==> config.mk <==
export PLATFORM = sky130hd
export DESIGN_NAME = instr_mem
export DESIGN_NICKNAME = d
export VERILOG_FILES = /design/src/rtl/instr_mem_pkg.sv /design/src/rtl/instr_ram.sv /design/src/rtl/instr_mem.sv
export SDC_FILE = /design/constraint.sdc
export NUM_CORES = 1
export LEC_CHECK = 0
export ABC_CLOCK_PERIOD_IN_PS = 10600
export CORE_MARGIN = 3
export CORE_UTILIZATION = 35
export DETAILED_ROUTE_END_ITERATION = 10
export GPL_TIMING_DRIVEN = 0
export SLEW_MARGIN = 20
export SYNTH_ARGS = -nofsm -noshare
export SYNTH_HDL_FRONTEND = slang
export SYNTH_SLANG_ARGS = --single-unit
==> constraint.sdc <==
create_clock -name Clk -period 10.6 [get_ports Clk]
set_input_delay 2.65 -clock Clk [delete_from_list [all_inputs] [get_ports Clk]]
set_output_delay 2.65 -clock Clk [all_outputs]
set_load 0.05 [all_outputs]
==> src/rtl/instr_mem_pkg.sv <==
`default_nettype none
// ------------------------------------------------------------------
// instr_mem_pkg : sizes, FSM and RW encodings shared with the processor
// Rev 1.0
// ------------------------------------------------------------------
package instr_mem_pkg;

   localparam int DEPTH = 16;
   localparam int WIDTH = 32;

   typedef logic [0:0] state_t;

   localparam state_t ST_LOAD  = 1'b0;
   localparam state_t ST_READY = 1'b1;

   localparam logic RW_READ  = 1'b0;
   localparam logic RW_WRITE = 1'b1;

endpackage
`default_nettype wire

==> src/rtl/instr_ram.sv <==
`default_nettype none
// ------------------------------------------------------------------
// instr_ram : single-port storage, synchronous write, registered read
// Rev 1.0
// ------------------------------------------------------------------
module instr_ram #(
   parameter int DEPTH = instr_mem_pkg::DEPTH,
   parameter int WIDTH = instr_mem_pkg::WIDTH
) (
   input  logic                     clk,
   input  logic                     we,
   input  logic                     re,
   input  logic                     clr,
   input  logic [$clog2(DEPTH)-1:0] addr,
   input  logic [WIDTH-1:0]         wdata,
   output logic [WIDTH-1:0]         rdata
);

   logic [WIDTH-1:0] mem [DEPTH];

   // No reset on the array: contents survive reset by design.
   always_ff @(posedge clk) begin
      if (we) begin
         mem[addr] <= wdata;
      end
   end

   // Output register holds when neither read nor clear is requested.
   always_ff @(posedge clk) begin
      if (clr) begin
         rdata <= '0;
      end else if (re) begin
         rdata <= mem[addr];
      end
   end

endmodule
`default_nettype wire

==> src/rtl/instr_mem.sv <==
`default_nettype none
// ------------------------------------------------------------------
// instr_mem : instruction memory filled by a loader, then read/written by the CPU
// Rev 1.0
// ------------------------------------------------------------------
module instr_mem #(
   parameter int DEPTH = instr_mem_pkg::DEPTH,
   parameter int WIDTH = instr_mem_pkg::WIDTH
) (
   input  logic                     Clk,
   input  logic                     Rst,
   input  logic                     Ld_Valid,
   input  logic [WIDTH-1:0]         Ld_Data,
   input  logic                     Ld_Last,
   output logic                     Ld_Ready,
   input  logic                     Reload,
   input  logic [$clog2(DEPTH)-1:0] Addr,
   input  logic [WIDTH-1:0]         WData,
   input  logic                     RW,
   input  logic                     En,
   output logic [WIDTH-1:0]         Data,
   output logic                     Valid,
   output logic                     Prog_Ready,
   output logic [$clog2(DEPTH):0]   Len
);

   import instr_mem_pkg::*;

   localparam int AW = $clog2(DEPTH);
   localparam int LW = AW + 1;
   localparam logic [LW-1:0] FULL     = LW'(DEPTH);
   localparam logic [LW-1:0] LAST_IDX = LW'(DEPTH - 1);
   localparam logic [LW-1:0] ONE      = LW'(1);

   state_t          state;
   state_t          state_nx;
   logic [LW-1:0]   len_nx;
   logic            in_range;
   logic            ld_xfer;
   logic            proc_rd;
   logic            proc_wr;
   logic            ram_we;
   logic            ram_re;
   logic            ram_clr;
   logic [AW-1:0]   ram_addr;
   logic [WIDTH-1:0] ram_wdata;

   assign in_range = ({1'b0, Addr} < Len);

   always_ff @(posedge Clk) begin
      if (!Rst) begin
         state <= ST_LOAD;
      end else begin
         state <= state_nx;
      end
   end

   always_comb begin
      state_nx = state;
      if (Reload) begin
         state_nx = ST_LOAD;
      end else if ((state == ST_LOAD) && ld_xfer && (Ld_Last || (Len == LAST_IDX))) begin
         state_nx = ST_READY;
      end
   end

   // Reset and Reload both suppress every access issued on that edge.
   always_comb begin
      ld_xfer = 1'b0;
      proc_rd = 1'b0;
      proc_wr = 1'b0;
      if (Rst && !Reload) begin
         if (state == ST_LOAD) begin
            ld_xfer = Ld_Valid && Ld_Ready && (Len < FULL);
         end else begin
            proc_rd = En && (RW == RW_READ);
            proc_wr = En && (RW == RW_WRITE) && in_range;
         end
      end

      ram_we    = ld_xfer || proc_wr;
      ram_re    = proc_rd && in_range;
      ram_clr   = !Rst || (proc_rd && !in_range);
      ram_addr  = (state == ST_LOAD) ? Len[AW-1:0] : Addr;
      ram_wdata = (state == ST_LOAD) ? Ld_Data : WData;

      len_nx = Len;
      if (Reload) begin
         len_nx = '0;
      end else if (ld_xfer) begin
         len_nx = Len + ONE;
      end
   end

   // Status flags are decoded from the next state so they line up with it.
   always_ff @(posedge Clk) begin
      if (!Rst) begin
         Len        <= '0;
         Valid      <= 1'b0;
         Prog_Ready <= 1'b0;
         Ld_Ready   <= 1'b1;
      end else begin
         Len        <= len_nx;
         Valid      <= proc_rd;
         Prog_Ready <= (state_nx == ST_READY);
         Ld_Ready   <= (state_nx == ST_LOAD) && (len_nx < FULL);
      end
   end

   instr_ram #(
      .DEPTH (DEPTH),
      .WIDTH (WIDTH)
   ) u_ram (
      .clk   (Clk),
      .we    (ram_we),
      .re    (ram_re),
      .clr   (ram_clr),
      .addr  (ram_addr),
      .wdata (ram_wdata),
      .rdata (Data)
   );

endmodule
`default_nettype wire

==> impl_metrics.env <==
export IMPL_dieWidth_um=257
export IMPL_io_pins=115
export IMPL_synth_net_count=1626
export IMPL_syn_area_mm2=0.0220
export IMPL_cts_setup_buffers=0
export IMPL_yosys_area_top_type_share_pct=69.8
export IMPL_critical_path_max_stage_delay_ns=0.77
export IMPL_crit_chain="clkdlybuf4s50_1, nor3b_2, buf_2, clkbuf_1, nor2_1, a211oi_4, buf_6"
export IMPL_fin_skew_ns=0.0254
export IMPL_slew_headroom_pct=21.6
export IMPL_peakVddDrop_mv=0.144
export IMPL_holdWs_ns=0.502
export IMPL_wl_per_cell_um=25.9
export IMPL_crit_fanout=12
export IMPL_cp_slowest_cell="a211oi_4"
export IMPL_synth_cell_types=44
export IMPL_first_global_vias=15177
export IMPL_cts_resized=0
export IMPL_wl_met3_um=6110
export IMPL_finalNetCount=1832
export IMPL_met1_length_um=27500
export IMPL_grt_overflow=0
export IMPL_yosysTopAreaCell="edfxtp_1"
export IMPL_ctsHoldBuffers=0
export IMPL_die_area_mm2=0.0660
export IMPL_syn_inst=1546
export IMPL_dr_pass1_iters=6
export IMPL_avgViaCountPerCell=5.82
export IMPL_cts_tree="built"
export IMPL_insertedDiodeCount=0
export IMPL_required_ns=10.90
export IMPL_async_flop_share_pct=0
export IMPL_max_slew_worst_pin_slew_ns=1.16
export IMPL_wl_met2_um=32800
export IMPL_grt_max_degree=18
export IMPL_drt_wl_total_um=68400
export IMPL_syn_avg_cell_area_um2=14.2
export IMPL_hold_viol_final=0
export IMPL_yosysSeqAreaShare_pct=73.4
export IMPL_cellPowerDensity_mw_per_mm2=168
export IMPL_gp_congestion=0.800
export IMPL_die_h_um=257
export IMPL_highest_layer="met4"
export IMPL_start_util_pct=35.6
export IMPL_dp_hpwl_um=46100
export IMPL_ctsRootBufferMaster="clkbuf_16"
export IMPL_clock_sinks=552
export IMPL_grt_first_pass_wirelength_um=100000
export IMPL_end_kind="register"
export IMPL_core_area_mm2=0.0619
export IMPL_vias=15326
export IMPL_num_rows=91
export IMPL_insertion_delay_ns=0.62
export IMPL_drive_gt1_share_pct=12.4
export IMPL_critPathArrivalTime_ns=6.09
export IMPL_antenna_found_initial=0
export IMPL_p_leak_nw=7.71
export IMPL_ys_warn_count=0
export IMPL_fin_crit_sh_pct=54.6
export IMPL_drc=0
export IMPL_synth_ff_type="edfxtp_1"
export IMPL_synth_edf_count=512
export IMPL_clk_pin_slew_ns=0.06
export IMPL_final_antenna_net_count=0
export IMPL_fmax_mhz=173
export IMPL_area_growth_pct=21.1
export IMPL_setup_violations=0
export IMPL_hold_path_class="reg2reg"
export IMPL_clockBufferDepth=3
export IMPL_report_final_slew_viol_count=0
export IMPL_synth_area_leaders="edfxtp_1 70%, o21ai_0 11%, a41oi_1 3.8%"
export IMPL_cts_made_buffers=55
export IMPL_critPathLaunchType="input port"
export IMPL_ys_seq_elements=552
export IMPL_h_tree_depth=2
export IMPL_groute_usage_overall_pct=20.1
export IMPL_drt_iter0_drc=1990
export IMPL_finalSetupTns_ns=0
export IMPL_status="finished, final reports clean"
export IMPL_rsz0062_at_grt="false"
export IMPL_cap_violations=0
export IMPL_path_class="in2reg"
export IMPL_port_buffers=114
export IMPL_fin_crit_ns=5.79
export IMPL_synth_most_common_cell="edfxtp_1"
export IMPL_synthTopCellsByCount="512 x edfxtp_1, 479 x o21ai_0, 104 x clkbuf_1, 96 x a41oi_1, 43 x nor2_1"
-- registers in the layout, summed over array words and instances (netlist names) --
signal,count
u_ram.mem,512
u_ram.rdata,32
Len,5
Ld_Ready,1
Prog_Ready,1
Valid,1
-- report_power, final --
part,switching [mW],internal [mW]
Combinational,0.120,0.0602
Clock,0.826,1.07
Sequential,0.00206,2.39
-- per-stage QoR --
stage | worst slack, ns | cell area, um2 | utilization, % | total power [mW] | std cells
2_1_floorplan | 3.86 | 22000 | - | 2.52 | 1546
3_3_place_gp | 0.398 | 24200 | 39.1 | 2.61 | 2497
3_5_place_dp | 3.98 | 24900 | 40.2 | 2.62 | 2532
4_1_cts | 4.60 | 26700 | 43.1 | 4.48 | 2635
5_1_grt | 4.66 | 26700 | 43.1 | 4.58 | 2635
6_report | 4.81 | 26700 | 43.1 | 4.47 | 2635
-- kinds of logic (layout without fill, tap and decap cells) --
family | count (synthesis) | after routing | synth area share (%)
buffers and inverters | 149 | 401 | 2.85
AOI/OAI and AO/OA | 707 | 707 | 19.2
and+or+nand+nor | 99 | 99 | 2.48
adders and majority gates | 5 | 5 | 0.284
DFF | 552 | 552 | 73.4
xor gates and xnor gates | 2 | 2 | 0.0795
muxes | 32 | 32 | 1.64
-- per-layer routing --
metal	GRT usage (%)	vias up
met4	6.05	0
met5	0	-
met1	26.9	7739
met2	33.2	813
met3	4.06	126
li1	-	6648
-- area by class of cell --
type	instances	area, um2
clock inverter	29	233
timing repair buffer	149	1650
tap	837	1050
inverter	6	22.5
clock buffer	74	1510
multi-input combinational	845	5430
buffer	143	607
fill	5573	35300
sequential	552	16200
-- path summary, 6_finish.rpt --
check / from / end / slack (ns) / depth (start not counted)
max: Addr[1] / u_ram.mem[0][0] / 4.81 / 7
min: u_ram.rdata[3] / u_ram.rdata[3] / 0.50 / 2
max reg2reg: Len[1] / u_ram.mem[6][1] / 6.79 / 8
min reg2reg: u_ram.rdata[3] / u_ram.rdata[3] / 0.50 / 2
-- placed cells by master, fill, tap and decap left out, types with 3 or more instances in the layout --
cell type / n
a2111oi_0: 29
clkbuf_1: 116
inv_2: 3
nor3b_2: 3
bufinv_16: 3
buf_8: 8
inv_1: 3
clkbuf_16: 56
nand4_1: 33
and3b_1: 4
a2111oi_2: 3
clkbuf_8: 4
buf_6: 23
a211oi_4: 12
mux2_2: 32
buf_4: 6
o21ai_1: 40
nor2_1: 43
ha_1: 5
a21oi_4: 5
a211oi_2: 4
buf_2: 30
clkinv_1: 10
o21ai_0: 479
clkdlybuf4s50_1: 114
edfxtp_1: 512
buf_16: 5
nand2_1: 3
dfxtp_1: 40
a41oi_1: 96
clkinv_2: 11
a211oi_1: 29
-- critical path, delay by kind of cell --
kind / cells / cell delay (ns)
buffers and inverters: 4 / 1.78
AND/OR/NAND/NOR: 2 / 0.85
AO/OA/AOI/OAI: 1 / 0.77
Note: power is estimated with default switching activity, not from simulation.
